## src/rtl/scale_cache_reader_if.sv

```systemverilog
// Bundles the scale-cache read port and the pixel output stream of scale_cache_reader.
// master = reader side, slave = cache model / downstream consumer side.
interface scale_cache_reader_if #(
    parameter int unsigned WORD_SIZE  = 8,
    parameter int unsigned ROW_WIDTH  = 9,
    parameter int unsigned COL_WIDTH  = 8,
    parameter int unsigned ADDR_WIDTH = 17
);
    logic                  rd_en;
    logic [ADDR_WIDTH-1:0] rd_addr;
    logic [WORD_SIZE-1:0]  rd_data;

    logic                  out_valid;
    logic                  out_ready;
    logic [WORD_SIZE-1:0]  out_pixel;
    logic [ROW_WIDTH-1:0]  out_x;
    logic [COL_WIDTH-1:0]  out_y;
    logic                  out_eol;
    logic                  out_eof;

    modport master (
        output rd_en, rd_addr,
        input  rd_data,
        output out_valid, out_pixel, out_x, out_y, out_eol, out_eof,
        input  out_ready
    );

    modport slave (
        input  rd_en, rd_addr,
        output rd_data,
        input  out_valid, out_pixel, out_x, out_y, out_eol, out_eof,
        output out_ready
    );
endinterface

```

## src/rtl/scale_cache_reader.sv

```systemverilog
// Raster-order reader for the scale-image cache: credit-limited reads into a 2-entry skid FIFO.
// Define SCALE_READER_CLAMP_EN to clamp the requested dims to ROW_SIZE x COL_SIZE at start.
module scale_cache_reader #(
    parameter int unsigned ROW_SIZE   = 320,
    parameter int unsigned COL_SIZE   = 240,
    parameter int unsigned WORD_SIZE  = 8,
    parameter int unsigned ROW_WIDTH  = $clog2(ROW_SIZE),
    parameter int unsigned COL_WIDTH  = $clog2(COL_SIZE),
    parameter int unsigned ADDR_WIDTH = $clog2(ROW_SIZE * COL_SIZE)
) (
    input  logic                 clk,
    input  logic                 reset,
    input  logic                 start,
    input  logic [ROW_WIDTH:0]   img_width,
    input  logic [COL_WIDTH:0]   img_height,
    output logic                 busy,
    output logic                 done,
    scale_cache_reader_if.master bus
);
    typedef enum logic [1:0] {StIdle, StRun, StDrain} state_e;

    typedef struct packed {
        logic [WORD_SIZE-1:0] pixel;
        logic [ROW_WIDTH-1:0] x;
        logic [COL_WIDTH-1:0] y;
        logic                 eol;
        logic                 eof;
    } entry_t;

    state_e                state_q, state_d;
    logic                  done_q, done_d;
    logic [ROW_WIDTH:0]    w_q, w_eff;
    logic [COL_WIDTH:0]    h_q, h_eff;
    logic [ROW_WIDTH-1:0]  x_q;
    logic [COL_WIDTH-1:0]  y_q;
    logic [ADDR_WIDTH-1:0] row_base_q;

    // Coordinates/flags of the read currently in flight, joined with rd_data on return.
    logic                  in_flight_q;
    logic [ROW_WIDTH-1:0]  fl_x_q;
    logic [COL_WIDTH-1:0]  fl_y_q;
    logic                  fl_eol_q, fl_eof_q;

    entry_t                fifo_q [2];
    logic                  wr_ptr_q, rd_ptr_q;
    logic [1:0]            count_q;
    entry_t                head;

    logic                  dims_zero, accept, issue, pop, last_x, last_y;

    always_comb begin
        w_eff = img_width;
        h_eff = img_height;
`ifdef SCALE_READER_CLAMP_EN
        if (img_width > (ROW_WIDTH+1)'(ROW_SIZE)) w_eff = (ROW_WIDTH+1)'(ROW_SIZE);
        if (img_height > (COL_WIDTH+1)'(COL_SIZE)) h_eff = (COL_WIDTH+1)'(COL_SIZE);
`endif
        dims_zero = (w_eff == '0) || (h_eff == '0);
        accept    = (state_q == StIdle) && start && !dims_zero;
        head      = fifo_q[rd_ptr_q];
        pop       = (count_q != 2'd0) && bus.out_ready;
        // Credit: entries plus in-flight read after this cycle's pop must leave a free slot.
        issue     = (state_q == StRun) &&
                    (({1'b0, count_q} + {2'b0, in_flight_q}) < (3'd2 + {2'b0, pop}));
        last_x    = ({1'b0, x_q} == w_q - (ROW_WIDTH+1)'(1));
        last_y    = ({1'b0, y_q} == h_q - (COL_WIDTH+1)'(1));

        state_d = state_q;
        done_d  = 1'b0;
        unique case (state_q)
            StIdle: begin
                if (start && dims_zero) done_d = 1'b1;
                else if (start)         state_d = StRun;
            end
            StRun: begin
                if (issue && last_x && last_y) state_d = StDrain;
            end
            StDrain: begin
                if (pop && head.eof) begin
                    state_d = StIdle;
                    done_d  = 1'b1;
                end
            end
            default: state_d = StIdle;
        endcase
    end

    always_ff @(posedge clk) begin
        if (reset) begin
            state_q <= StIdle;
            done_q  <= 1'b0;
        end else begin
            state_q <= state_d;
            done_q  <= done_d;
        end
    end

    always_ff @(posedge clk) begin
        if (reset) begin
            w_q         <= '0;
            h_q         <= '0;
            x_q         <= '0;
            y_q         <= '0;
            row_base_q  <= '0;
            in_flight_q <= 1'b0;
            fl_x_q      <= '0;
            fl_y_q      <= '0;
            fl_eol_q    <= 1'b0;
            fl_eof_q    <= 1'b0;
            fifo_q[0]   <= '0;
            fifo_q[1]   <= '0;
            wr_ptr_q    <= 1'b0;
            rd_ptr_q    <= 1'b0;
            count_q     <= 2'd0;
        end else begin
            if (accept) begin
                w_q        <= w_eff;
                h_q        <= h_eff;
                x_q        <= '0;
                y_q        <= '0;
                row_base_q <= '0;
            end else if (issue) begin
                if (last_x) begin
                    x_q        <= '0;
                    y_q        <= y_q + COL_WIDTH'(1);
                    row_base_q <= row_base_q + ADDR_WIDTH'(ROW_SIZE);
                end else begin
                    x_q <= x_q + ROW_WIDTH'(1);
                end
            end

            in_flight_q <= issue;
            if (issue) begin
                fl_x_q   <= x_q;
                fl_y_q   <= y_q;
                fl_eol_q <= last_x;
                fl_eof_q <= last_x && last_y;
            end

            if (in_flight_q) begin
                fifo_q[wr_ptr_q] <= '{pixel: bus.rd_data, x: fl_x_q, y: fl_y_q,
                                      eol: fl_eol_q, eof: fl_eof_q};
                wr_ptr_q         <= ~wr_ptr_q;
            end
            if (pop) rd_ptr_q <= ~rd_ptr_q;
            count_q <= count_q + {1'b0, in_flight_q} - {1'b0, pop};
        end
    end

    assign bus.rd_en     = issue;
    assign bus.rd_addr   = row_base_q + ADDR_WIDTH'(x_q);
    assign bus.out_valid = (count_q != 2'd0);
    assign bus.out_pixel = head.pixel;
    assign bus.out_x     = head.x;
    assign bus.out_y     = head.y;
    assign bus.out_eol   = head.eol;
    assign bus.out_eof   = head.eof;
    assign busy          = (state_q != StIdle);
    assign done          = done_q;
endmodule

```

## src/flat_wrapper.sv

```systemverilog
// flat-port wrapper written by rule: the top's interface ports become plain ports
module scale_cache_reader_flat 
#(
    parameter int unsigned ROW_SIZE   = 320,
    parameter int unsigned COL_SIZE   = 240,
    parameter int unsigned WORD_SIZE  = 8,
    parameter int unsigned ROW_WIDTH  = $clog2(ROW_SIZE),
    parameter int unsigned COL_WIDTH  = $clog2(COL_SIZE),
    parameter int unsigned ADDR_WIDTH = $clog2(ROW_SIZE * COL_SIZE)
)
  (clk, reset, start, img_width, img_height, busy, done, bus_rd_en, bus_rd_addr, bus_rd_data, bus_out_valid, bus_out_pixel, bus_out_x, bus_out_y, bus_out_eol, bus_out_eof, bus_out_ready);
  scale_cache_reader_if #(.WORD_SIZE(WORD_SIZE), .ROW_WIDTH(ROW_WIDTH), .COL_WIDTH(COL_WIDTH), .ADDR_WIDTH(ADDR_WIDTH)) bus_i ();
  input  logic clk;
  input  logic reset;
  input  logic start;
  input  logic [ROW_WIDTH:0] img_width;
  input  logic [COL_WIDTH:0] img_height;
  output logic busy;
  output logic done;
  output wire logic [$bits(bus_i.rd_en)-1:0] bus_rd_en;
  output wire logic [$bits(bus_i.rd_addr)-1:0] bus_rd_addr;
  input wire logic [$bits(bus_i.rd_data)-1:0] bus_rd_data;
  output wire logic [$bits(bus_i.out_valid)-1:0] bus_out_valid;
  output wire logic [$bits(bus_i.out_pixel)-1:0] bus_out_pixel;
  output wire logic [$bits(bus_i.out_x)-1:0] bus_out_x;
  output wire logic [$bits(bus_i.out_y)-1:0] bus_out_y;
  output wire logic [$bits(bus_i.out_eol)-1:0] bus_out_eol;
  output wire logic [$bits(bus_i.out_eof)-1:0] bus_out_eof;
  input wire logic [$bits(bus_i.out_ready)-1:0] bus_out_ready;
  assign bus_rd_en = bus_i.rd_en;
  assign bus_rd_addr = bus_i.rd_addr;
  assign bus_i.rd_data = bus_rd_data;
  assign bus_out_valid = bus_i.out_valid;
  assign bus_out_pixel = bus_i.out_pixel;
  assign bus_out_x = bus_i.out_x;
  assign bus_out_y = bus_i.out_y;
  assign bus_out_eol = bus_i.out_eol;
  assign bus_out_eof = bus_i.out_eof;
  assign bus_i.out_ready = bus_out_ready;
  scale_cache_reader #(.ROW_SIZE(ROW_SIZE), .COL_SIZE(COL_SIZE), .WORD_SIZE(WORD_SIZE), .ROW_WIDTH(ROW_WIDTH), .COL_WIDTH(COL_WIDTH), .ADDR_WIDTH(ADDR_WIDTH)) u_core (.clk(clk), .reset(reset), .start(start), .img_width(img_width), .img_height(img_height), .busy(busy), .done(done), .bus(bus_i));
endmodule
```

## config.mk

```make
export PLATFORM = sky130hd
export DESIGN_NAME = scale_cache_reader_flat
export DESIGN_NICKNAME = d
export VERILOG_FILES = /design/src/rtl/scale_cache_reader_if.sv /design/src/rtl/scale_cache_reader.sv /design/src/flat_wrapper.sv
export SDC_FILE = /design/constraint.sdc
export NUM_CORES = 1
export LEC_CHECK = 0
export ABC_AREA = 1
export BUFFER_PORTS_ARGS = -buffer_cell sky130_fd_sc_hd__buf_4
export CAP_MARGIN = 20
export CORE_UTILIZATION = 41
export CTS_BUF_LIST = sky130_fd_sc_hd__clkbuf_16
export DETAILED_ROUTE_END_ITERATION = 10
export PLACE_DENSITY_LB_ADDON = 0.12
export SLEW_MARGIN = 10
export SYNTH_ARGS = -nofsm -noshare
export SYNTH_HDL_FRONTEND = slang
export SYNTH_SLANG_ARGS = --single-unit
```

## constraint.sdc

```tcl
create_clock -name clk -period 3.43 [get_ports clk]
set_input_delay 0.343 -clock clk [delete_from_list [all_inputs] [get_ports clk]]
set_output_delay 0.343 -clock clk [all_outputs]
set_load 0.05 [all_outputs]
```

# Word level (Yosys, flattened, before mapping)
# Memories as Yosys holds them, arrays and structs flattened. A register that Yosys moved wholly into a read port is not among the register bits.
# Index checks and enable logic that the tools add are counted.
totals:
  register_bits: 80
  ramBits: 54
  wordCells: 76
  mem_count: 1
mem_list:
  columns: ["memory", "words", "width", "rd", "rd_clocked_by_memory_dff", "write_ports", "line", "text"]
  rows:
  - ["u_core.fifo_q", 2, 27, 1, 1, 2, "scale_cache_reader.sv:44", "entry_t fifo_q [2];"]
classes:
  add_sub_neg: 10
  order_cmp: 1
  eq_ne: 8
  mux: 19
  n_bitwise: 2
  n_reduce_logical: 20
ops:
  columns: ["operator", "count"]
  rows:
  - ["2-to-1 mux 27 bit", 1]
  - ["OR reduction 27 bit", 1]
  - ["adder 17 x 9 -> 17 bit", 1]
  - ["adder 17 x 9 -> 17 bit (second input constant)", 1]
  - ["2-to-1 mux 1 bit", 11]
  - ["== test 9 x 10 -> 1 bit", 1]
  - ["zero test 10 bit", 1]
  - ["subtractor 10 x 1 -> 10 bit (second input constant)", 1]
  - ["adder 9 x 1 -> 9 bit (second input constant)", 1]
  - ["== test 8 x 9 -> 1 bit", 1]
  - ["logical AND 1 bit", 9]
  - ["zero test 9 bit", 1]
  - ["2-to-1 mux 9 bit", 1]
  - ["subtractor 9 x 1 -> 9 bit (second input constant)", 1]
  - ["adder 8 x 1 -> 8 bit (second input constant)", 1]
  - ["2-to-1 mux 2 bit", 4]
  - ["inequality test 2 bit (second input constant)", 3]
  - ["one-hot mux 2 bit (3 select lines)", 1]
  - ["AND reduction 4 bit", 1]
  - ["nonzero test 2 bit", 2]
  - ["adder 2 x 1 -> 3 bit", 1]
  - ["adder 2 x 1 -> 3 bit (first input constant)", 1]
  - ["< comparator 3 bit", 1]
  - ["adder 2 x 1 -> 2 bit", 1]
  - ["other kinds (11)", 12]

# Logic depth before layout (Yosys ltp)
# Gate-level depths: netlist (run 1).
logic_depth:
  word_depth: 9
  depth_mapped: 17
  depth_no_buf: 15

# Least setup slack after synthesis (run 1)
# No wires, ideal clock.
synth_path:
  path_type: "reg2out"
  start: "register u_core.x_q[6]"
  end: "output bus_rd_addr[16]"
  arrival_time_ps: 2318
  required_time_ps: 3087
  setup_slack_ps: 769
  path_stages_with_launch: 9
  n_path_buf: 0
  path_cell_list: "dfxtp_1 > ha_1 > inv_1 > fa_1 > nor2_1 > o21ai_0 > nor2_1 > nand2_1 > xnor2_1"
synth_via:
  elab_chain_cells: 1
synth_rtl:
  columns: ["element", "line", "text"]
  rows:
  - ["from (decl)", "scale_cache_reader.sv:34", "logic [ROW_WIDTH-1:0] x_q;"]
  - ["from (signal assigned)", "scale_cache_reader.sv:128", "x_q <= x_q + ROW_WIDTH'(1);"]
  - ["adder 17 x 9 -> 17 bit", "scale_cache_reader.sv:151", "assign bus.rd_addr = row_base_q + ADDR_WIDTH'(x_q);"]
  - ["to (decl)", "flat_wrapper.sv:21", "output wire logic [$bits(bus_i.rd_addr)-1:0] bus_rd_addr;"]
# Every way passes these cells.

# Final worst setup path (run 1)
# Ends and elaborated chain as after synthesis.

==> results.md, run 1 <==
* Synth Net Count at slightly above 800
* Gr ovfl total at 0
* # diodes at 0
* Status: complete, no violations
* Routed WL per cell at 13.77 um
* Share of the synthesized area in the top cell type at 25.32%
* I/O pins at ~80
* Final GP Congestion at 0.8351
* GR Util All Layers at between 10% and 20%
* Largest family of logic cells by synthesized area: simple AND/OR/NAND/NOR gates
* Post-synth ARST share at 0%
* Resized cells post-CTS at 0
* Seq/Total Area, Yosys at about half
* CP endpoint kind: primary output
* Seq cells post-synth at about 130
* Crit share post-route at between 80 and 90%
* DRT iter0 DRCs at roughly 300
* Final min period at ~2.8 ns
* Delay-heaviest family, CP: adder cells
* PortBufs at between 70 and 80
* Power density over the cells at about 590 mW/mm^2
* Cells after synthesis at around 770
* Largest net degree at the start of global routing at 43
* CTS Hold Buffers Added at 0
* Syn_area_per_cell at 8.295 um^2
* Initial antenna violation count at 0
* Effective utilization at floorplan at 42.12%
* DRT Wirelength at between 10000 and 15000 um
* Synth Cell Area at approximately 0.0064 mm^2
* Post-Synth XOR/XNOR Area at between 5 and 6%
* Worst path bufs/invs at 2
* Die Area at between 0.015 and 0.02 mm^2
* Core area at approximately 0.015 mm^2
* Area contributors post-synth: edfxtp_1 (25%), dfxtp_1 (23%), nand2_1 (7.7%)
* First-pass GRT wire length at between 20000 and 25000 um
* FMAX at around 360 MHz
* Fin cells at 1043
* Placed Cells at between 1000 and 1500
* CTS HTree Levels at 4
* Largest area contributor in the synthesized netlist: edfxtp_1
* Crit path DAT at 2.45 ns
* FILL cells at 1449
* DIE WIDTH at 127.0 um
* Max incr delay on CP at 0.45 ns
* PnR worst setup slack at roughly 0.64 ns
* Slowest-stage cell, CP: dfxtp_1
* Leakage power at ~3.3 nW
* Slew @ Worst Pin at 0.6795 ns
* Hpwl dp at slightly above 10000 um
* Proportion of synthesized area in mux cells at roughly 4.7%
* Vias in the first global route at 4922
* Post-synthesis compound-gate area fraction at ~9%
* Layout area overhead at 19.95%
* Clock skew at 0.008081 ns
* Layout cells sized above 1 at approximately 17%
* Place WS at approximately 1.1 ns
* DRC viols at 0
* Simple-gate area share of the yosys netlist at approximately a fifth
* Sink Count at between 100 and 150
* Hold Crit Class: in -> reg
* Crit-path cells: ha_1, inv_1, fa_1, nor2_1, o21ai_0, nor2_1, nand2_1, xnor2_1, buf_4
* Most used cell, CP: nor2_1
* Drt via density at ~5.0
* Slew margin rel. at a little over half
* Drt first pass iters at 5
* VDD IR max at between 0.3 and 0.4 mV
* WS Path Type: reg -> out
* Final setup TNS at 0 ns
* Prevailing post-synth register cell: dfxtp_1
* RSZ-0062 raised after global routing: no
* Maximum fanout along the worst path at 6
* Slew Limit Fails at 0
* Layout Nets at 886
* CTS tree: built
* Root Buffer: clkbuf_16
* CTS Buf Count at 17
* CP Launch Type: register
* CP Data Required Time at 3.09 ns
* Library cells used by synthesis at 31
* Die H at between 100 and 150 um
* Synth warn at 0
* Post-CTS Setup Bufs at 0
* Worst-Skew Late Latency at 0.41 ns
* Final ANT Viol Nets at 0
* Total of max-cap violations at 0
* Row count at 45
* Clock transition at path regs at 0.05 ns
* Adder-cell share of the synthesized area at 2.657%
* Final hold violations at 0
* Setup Viol. Count Final at 0
* Post-synth EDFFs at 54
* CTS max path bufs at 2
* Via count at just over 5000
-- layout make-up --
type                    instances  area [um^2]  area share, %
clock buffers                  17        425.4          5.538
clock inverters                15        138.9          1.808
inverters                      92        345.3          4.496
multi-input cells             513         2745          35.74
flip-flops and latches        129         3123          40.66
well taps                     188        235.2          3.062
repair buffers                 89        668.1          8.698
-- through the flow --
step | area [um^2] | hold slack (ns) | total power [mW] | utilization (%)
finish | 7681 | 0.1785 | 4.539 | 50.53
global route | 7681 | 0.1703 | 4.753 | 50.53
CTS | 7681 | 0.1663 | 4.579 | 50.53
detailed placement | 7117 | 0.4494 | 2.843 | 46.81
global placement | 7117 | 0.4423 | 2.829 | 46.81
floorplan | 6404 | 0.4257 | 2.562 | -
-- state kept, by name (all words and copies together), names as in the netlist, 2 cells and up, named ones only --
register           cells
u_core.state_q         2
u_core.fifo_q         54
u_core.y_q             8
u_core.fl_y_q          8
u_core.fl_x_q          9
u_core.h_q             9
u_core.w_q            10
u_core.x_q             9
u_core.row_base_q     11
u_core.count_q         2
-- report_power, final --
part	switching, mW	internal (mW)
registers	0.0593	1.71
clock network	0.624	1.11
logic	0.687	0.345
total	1.37	3.17
-- cell usage after synthesis, types with 6 or more instances --
cell type and instances:
xor2_1 29, buf_2 8, nor2_1 108, inv_1 91, dfxtp_1 75, nand4_1 8
clkbuf_1 18, ha_1 12, o21ai_0 44, buf_4 8, nand2_1 131, mux2_2 27
edfxtp_1 54, a21oi_1 64, nor4_1 6, nand3_1 54, xnor2_1 11
-- layout by cell type, fill, tap and decap left out --
cell and n:
nor2_4 2, clkinv_2 3, buf_4 89, inv_2 2, bufinv_16 3, nand2_1 131, o21ai_0 44, inv_1 96
nand3_1 54, clkbuf_16 17, nor3b_1 2, o21ai_1 1, clkinv_1 3, nor4_1 6, mux2_2 27, fa_1 1
ha_1 12, or2_2 2, nand2_2 1, o21bai_1 1, nand3b_1 2, edfxtp_1 54, o21a_1 1, nand4_1 8
nor2_2 3, a21oi_1 64, xnor2_1 11, dfxtp_1 75, nor3_1 3, nor2_1 108, xor2_1 29
-- layer usage --
layer,vias up,track usage [%],part of all wire (%)
li1,2661,-,-
met1,2376,24.58,47
met2,118,30.93,47
met3,20,4.188,4.2
met4,0,7.563,1.7
met5,-,0,0
-- path summary, 6_finish.rpt --
kind | startpoint | endpoint | slack [ns] | cells past startpoint
worst max register to register | u_core.w_q[0] | u_core.x_q[7] | 1.09 | 14
worst max-delay path | u_core.x_q[6] | bus_rd_addr[16] | 0.64 | 9
worst min register to register | u_core.rd_ptr_q | register | 0.45 | 1
worst min-delay path | reset | u_core.count_q[0] | 0.18 | 2
-- cell families (layout without fill, tap and decap cells) --
group / after synthesis / count (layout)
and+or+nand+nor: 322 / 322
buffers and inverters: 130 / 213
DFF: 129 / 129
AOI/OAI and AO/OA: 111 / 111
xor gates and xnor gates: 40 / 40
muxes: 27 / 27
adders and majority gates: 13 / 13
Note: power is estimated with default switching activity, not from simulation.
==> inputs of run 2 (changes only) <==
clock period = 2.28 ns   (was 3.43 ns; I/O delays follow)
==> results.md, run 2 (synthesized netlist as in run 1, its figures left out) <==
* Leakage power at 3.422 nW (was 3.270 nW)
* Final setup TNS at -0.03290 ns (was 0 ns)
* CP Data Required Time at 2.05 ns (was 3.09 ns)
* Hpwl dp at 10160 um (was 10120 um)
* Gr ovfl total at 0 (unchanged)
* Switching power share of the total at 28.65% (was 30.19%)
* CP endpoint kind: primary output (unchanged)
* Reg2Reg Launch Point: u_core.w_q[0] (unchanged)
* Slowest-stage cell, CP: dfxtp_2 (was dfxtp_1)
* Largest net degree at the start of global routing at 40 (was 43)
* DIE WIDTH at 127.0 um (unchanged)
* DRC viols at 0 (unchanged)
* Switching power at 2.111 mW (was 1.370 mW)
* First-pass GRT wire length at 24560 um (was 24010 um)
* Drt via density at 4.978 (was 4.962)
* Core area at 0.01520 mm^2 (unchanged)
* Clock transition at path regs at 0.06 ns (was 0.05 ns)
* Vias in the first global route at 5058 (was 4922)
* Max reg flops at 54 (unchanged)
* CTS HTree Levels at 4 (unchanged)
* Final ANT Viol Nets at 0 (unchanged)
* Sink Count at 129 (unchanged)
* Layout area overhead at 25.99% (was 19.95%)
* Min-delay src: reset (unchanged)
* Effective utilization at floorplan at 42.12% (unchanged)
* CTS Buf Count at 17 (unchanged)
* Routed WL per cell at 13.86 um (was 13.77 um)
* Commonest non-fill, non-tap cells in the layout: nand2_1 (131), nor2_1 (104), buf_4 (102) (was nand2_1 (131), nor2_1 (108), inv_1 (96))
* Reg area at 0.003136 mm^2 (was 0.003123 mm^2)
* Root Buffer: clkbuf_16 (unchanged)
* Final Instance Area at 0.008068 mm^2 (was 0.007681 mm^2)
* Status: finished, violations left (was complete, no violations)
* VDD IR max at 0.5593 mV (was 0.3319 mV)
* CTS tree: built (unchanged)
* Final GP Congestion at 0.8908 (was 0.8351)
* Row count at 45 (unchanged)
* Max incr delay on CP at 0.35 ns (was 0.45 ns)
* Via count at 5287 (was 5175)
* PortBufs at 78 (unchanged)
* FMAX at approximately 430 MHz
* Crit share post-route at 100.9%
* Clock share of power at 42.3% (was 38.3%)
* Maximum fanout along the worst path at 2 (was 6)
* Fin util at 53.07% (was 50.53%)
* Crit-path cells: ha_4, inv_2, fa_2, nor2_2, o21ai_2, nor2_1, buf_4, xor2_2, buf_6 (was ha_1, inv_1, fa_1, nor2_1, o21ai_0, nor2_1, nand2_1, xnor2_1, buf_4)
* Delay-heaviest family, CP: adder cells (unchanged)
* Drt first pass iters at 5 (unchanged)
* PnR worst setup slack at -0.01962 ns (was 0.6383 ns)
* Place WS at 0.1234 ns (was 1.080 ns)
* GR Util All Layers at 19.38% (was 18.99%)
* Placed Cells at 1020 (was 1011)
* Worst-Skew Late Latency at 0.42 ns (was 0.41 ns)
* Sequential share of power at 36.1% (was 39.0%)
* Worst path bufs/invs at 3 (was 2)
* Comb power frac at 21.6% (was 22.7%)
* Crit path DAT at 2.07 ns (was 2.45 ns)
* Largest regs: u_core.fifo_q (54), u_core.row_base_q (11), u_core.w_q (10) (unchanged)
* CP startpoint: u_core.row_base_q[6] (was u_core.x_q[6])
* CTS max path bufs at 2 (unchanged)
* Layout cells sized above 1 at 22.31% (was 17.43%)
* Initial antenna violation count at 0 (unchanged)
* Slew @ Worst Pin at 0.3876 ns (was 0.6795 ns)
* Clock skew at 0.004828 ns (was 0.008081 ns)
* Layout Nets at 905 (was 886)
* CP Launch Type: register (unchanged)
* FILL cells at 1405 (was 1449)
* Power density over the cells at 913.1 mW/mm^2 (was 590.9 mW/mm^2)
* I/O pins at 79 (unchanged)
* Failing checks: setup timing
* RSZ-0062 raised after global routing: yes (was no)
* Final hold violations at 0 (unchanged)
* WS Path Type: reg -> out (unchanged)
* DRT Wirelength at 14720 um (was 14370 um)
* Final min period at about 2.3 ns
* Commonest non-fill, non-tap cell in the layout: nand2_1 (unchanged)
* Multi-input logic area at 0.002836 mm^2 (was 0.002745 mm^2)
* Die H at 127.0 um (unchanged)
* Die Area at 0.01612 mm^2 (unchanged)
* Setup Viol. Count Final at 2 (was 0)
* Slew margin rel. at 74.13% (was 54.57%)
* Hold Crit Class: in -> reg (unchanged)
* Internal power at 5.256 mW (was 3.169 mW)
* Top reg by flops: u_core.fifo_q (unchanged)
* Slew Limit Fails at 0 (unchanged)
* DRT iter0 DRCs at 289 (was 303)
* Total of max-cap violations at 0 (unchanged)
* # diodes at 0 (unchanged)
* Fin cells at 1062 (was 1043)
* Post-Place Cell Area at 0.007219 mm^2 (was 0.007117 mm^2)
[run 2: cell count changes in the layout (fill, tap and decap cells not counted), moves of 2 or more]
cell / delta
nor2_1: -4
xor2_1: -2
ha_4: +3
nor2_2: +3
inv_1: -4
buf_6: +5
xor2_2: +2
bufinv_16: +4
dfxtp_1: -6
ha_1: -4
clkinv_1: -2
dfxtp_2: +4
dfxtp_4: +2
buf_4: +13
[run 2: what timing repair did]
item                       4_1_cts  5_1_grt
pin swaps                        6       12
resized for setup               15       15
setup endpoints to repair        6       23
buffers inserted                 4        6
hold buffers                     0        0
[run 2: cell type report]
| class | count | share of cell area, % |
|---|---|---|
| clock buffer | 17 | 5.273 |
| timing repair buffer | 108 | 10.44 |
| clock inverter | 15 | 3.071 |
| sequential | 129 | 38.86 |
| multi-input combinational | 513 | 35.16 |
| tap | 188 | 2.916 |
| inverter | 92 | 4.280 |
[run 2: per-layer routing]
layer,GRT usage (%),vias up,routed length (um)
met1,24.99,2452,7030
met3,4.229,29,529
met4,8.333,0,361
met2,31.42,109,6803
met5,0,-,0
li1,-,2697,-
[run 2: per-stage QoR]
step,power (mW),hold slack (ns)
final,7.366,0.05726
after global routing,7.680,0.05106
after CTS,7.414,0.04310
after detailed placement,4.295,0.4402
after global placement,4.272,0.4370
after floorplan,3.854,0.4213
[run 2: final timing paths]
| path | endpoint | slack (ns) | cells past startpoint |
|---|---|---|---|
| worst max-delay path | bus_rd_addr[12] | -0.02 | 9 |
| worst max register to register | u_core.row_base_q[6] | 0.20 | 11 |
| worst min-delay path | u_core.state_q[0] | 0.06 | 2 |
| worst min register to register | register | 0.45 | 1 |
[run 2: power groups by stage]
stage	clock, mW	combinational, mW	sequential [mW]
2_1_floorplan	0	1.17	2.68
3_3_place_gp	0	1.57	2.70
3_5_place_dp	0	1.58	2.71
4_1_cts	3.16	1.59	2.66
5_1_grt	3.27	1.73	2.68
6_report	3.11	1.59	2.66
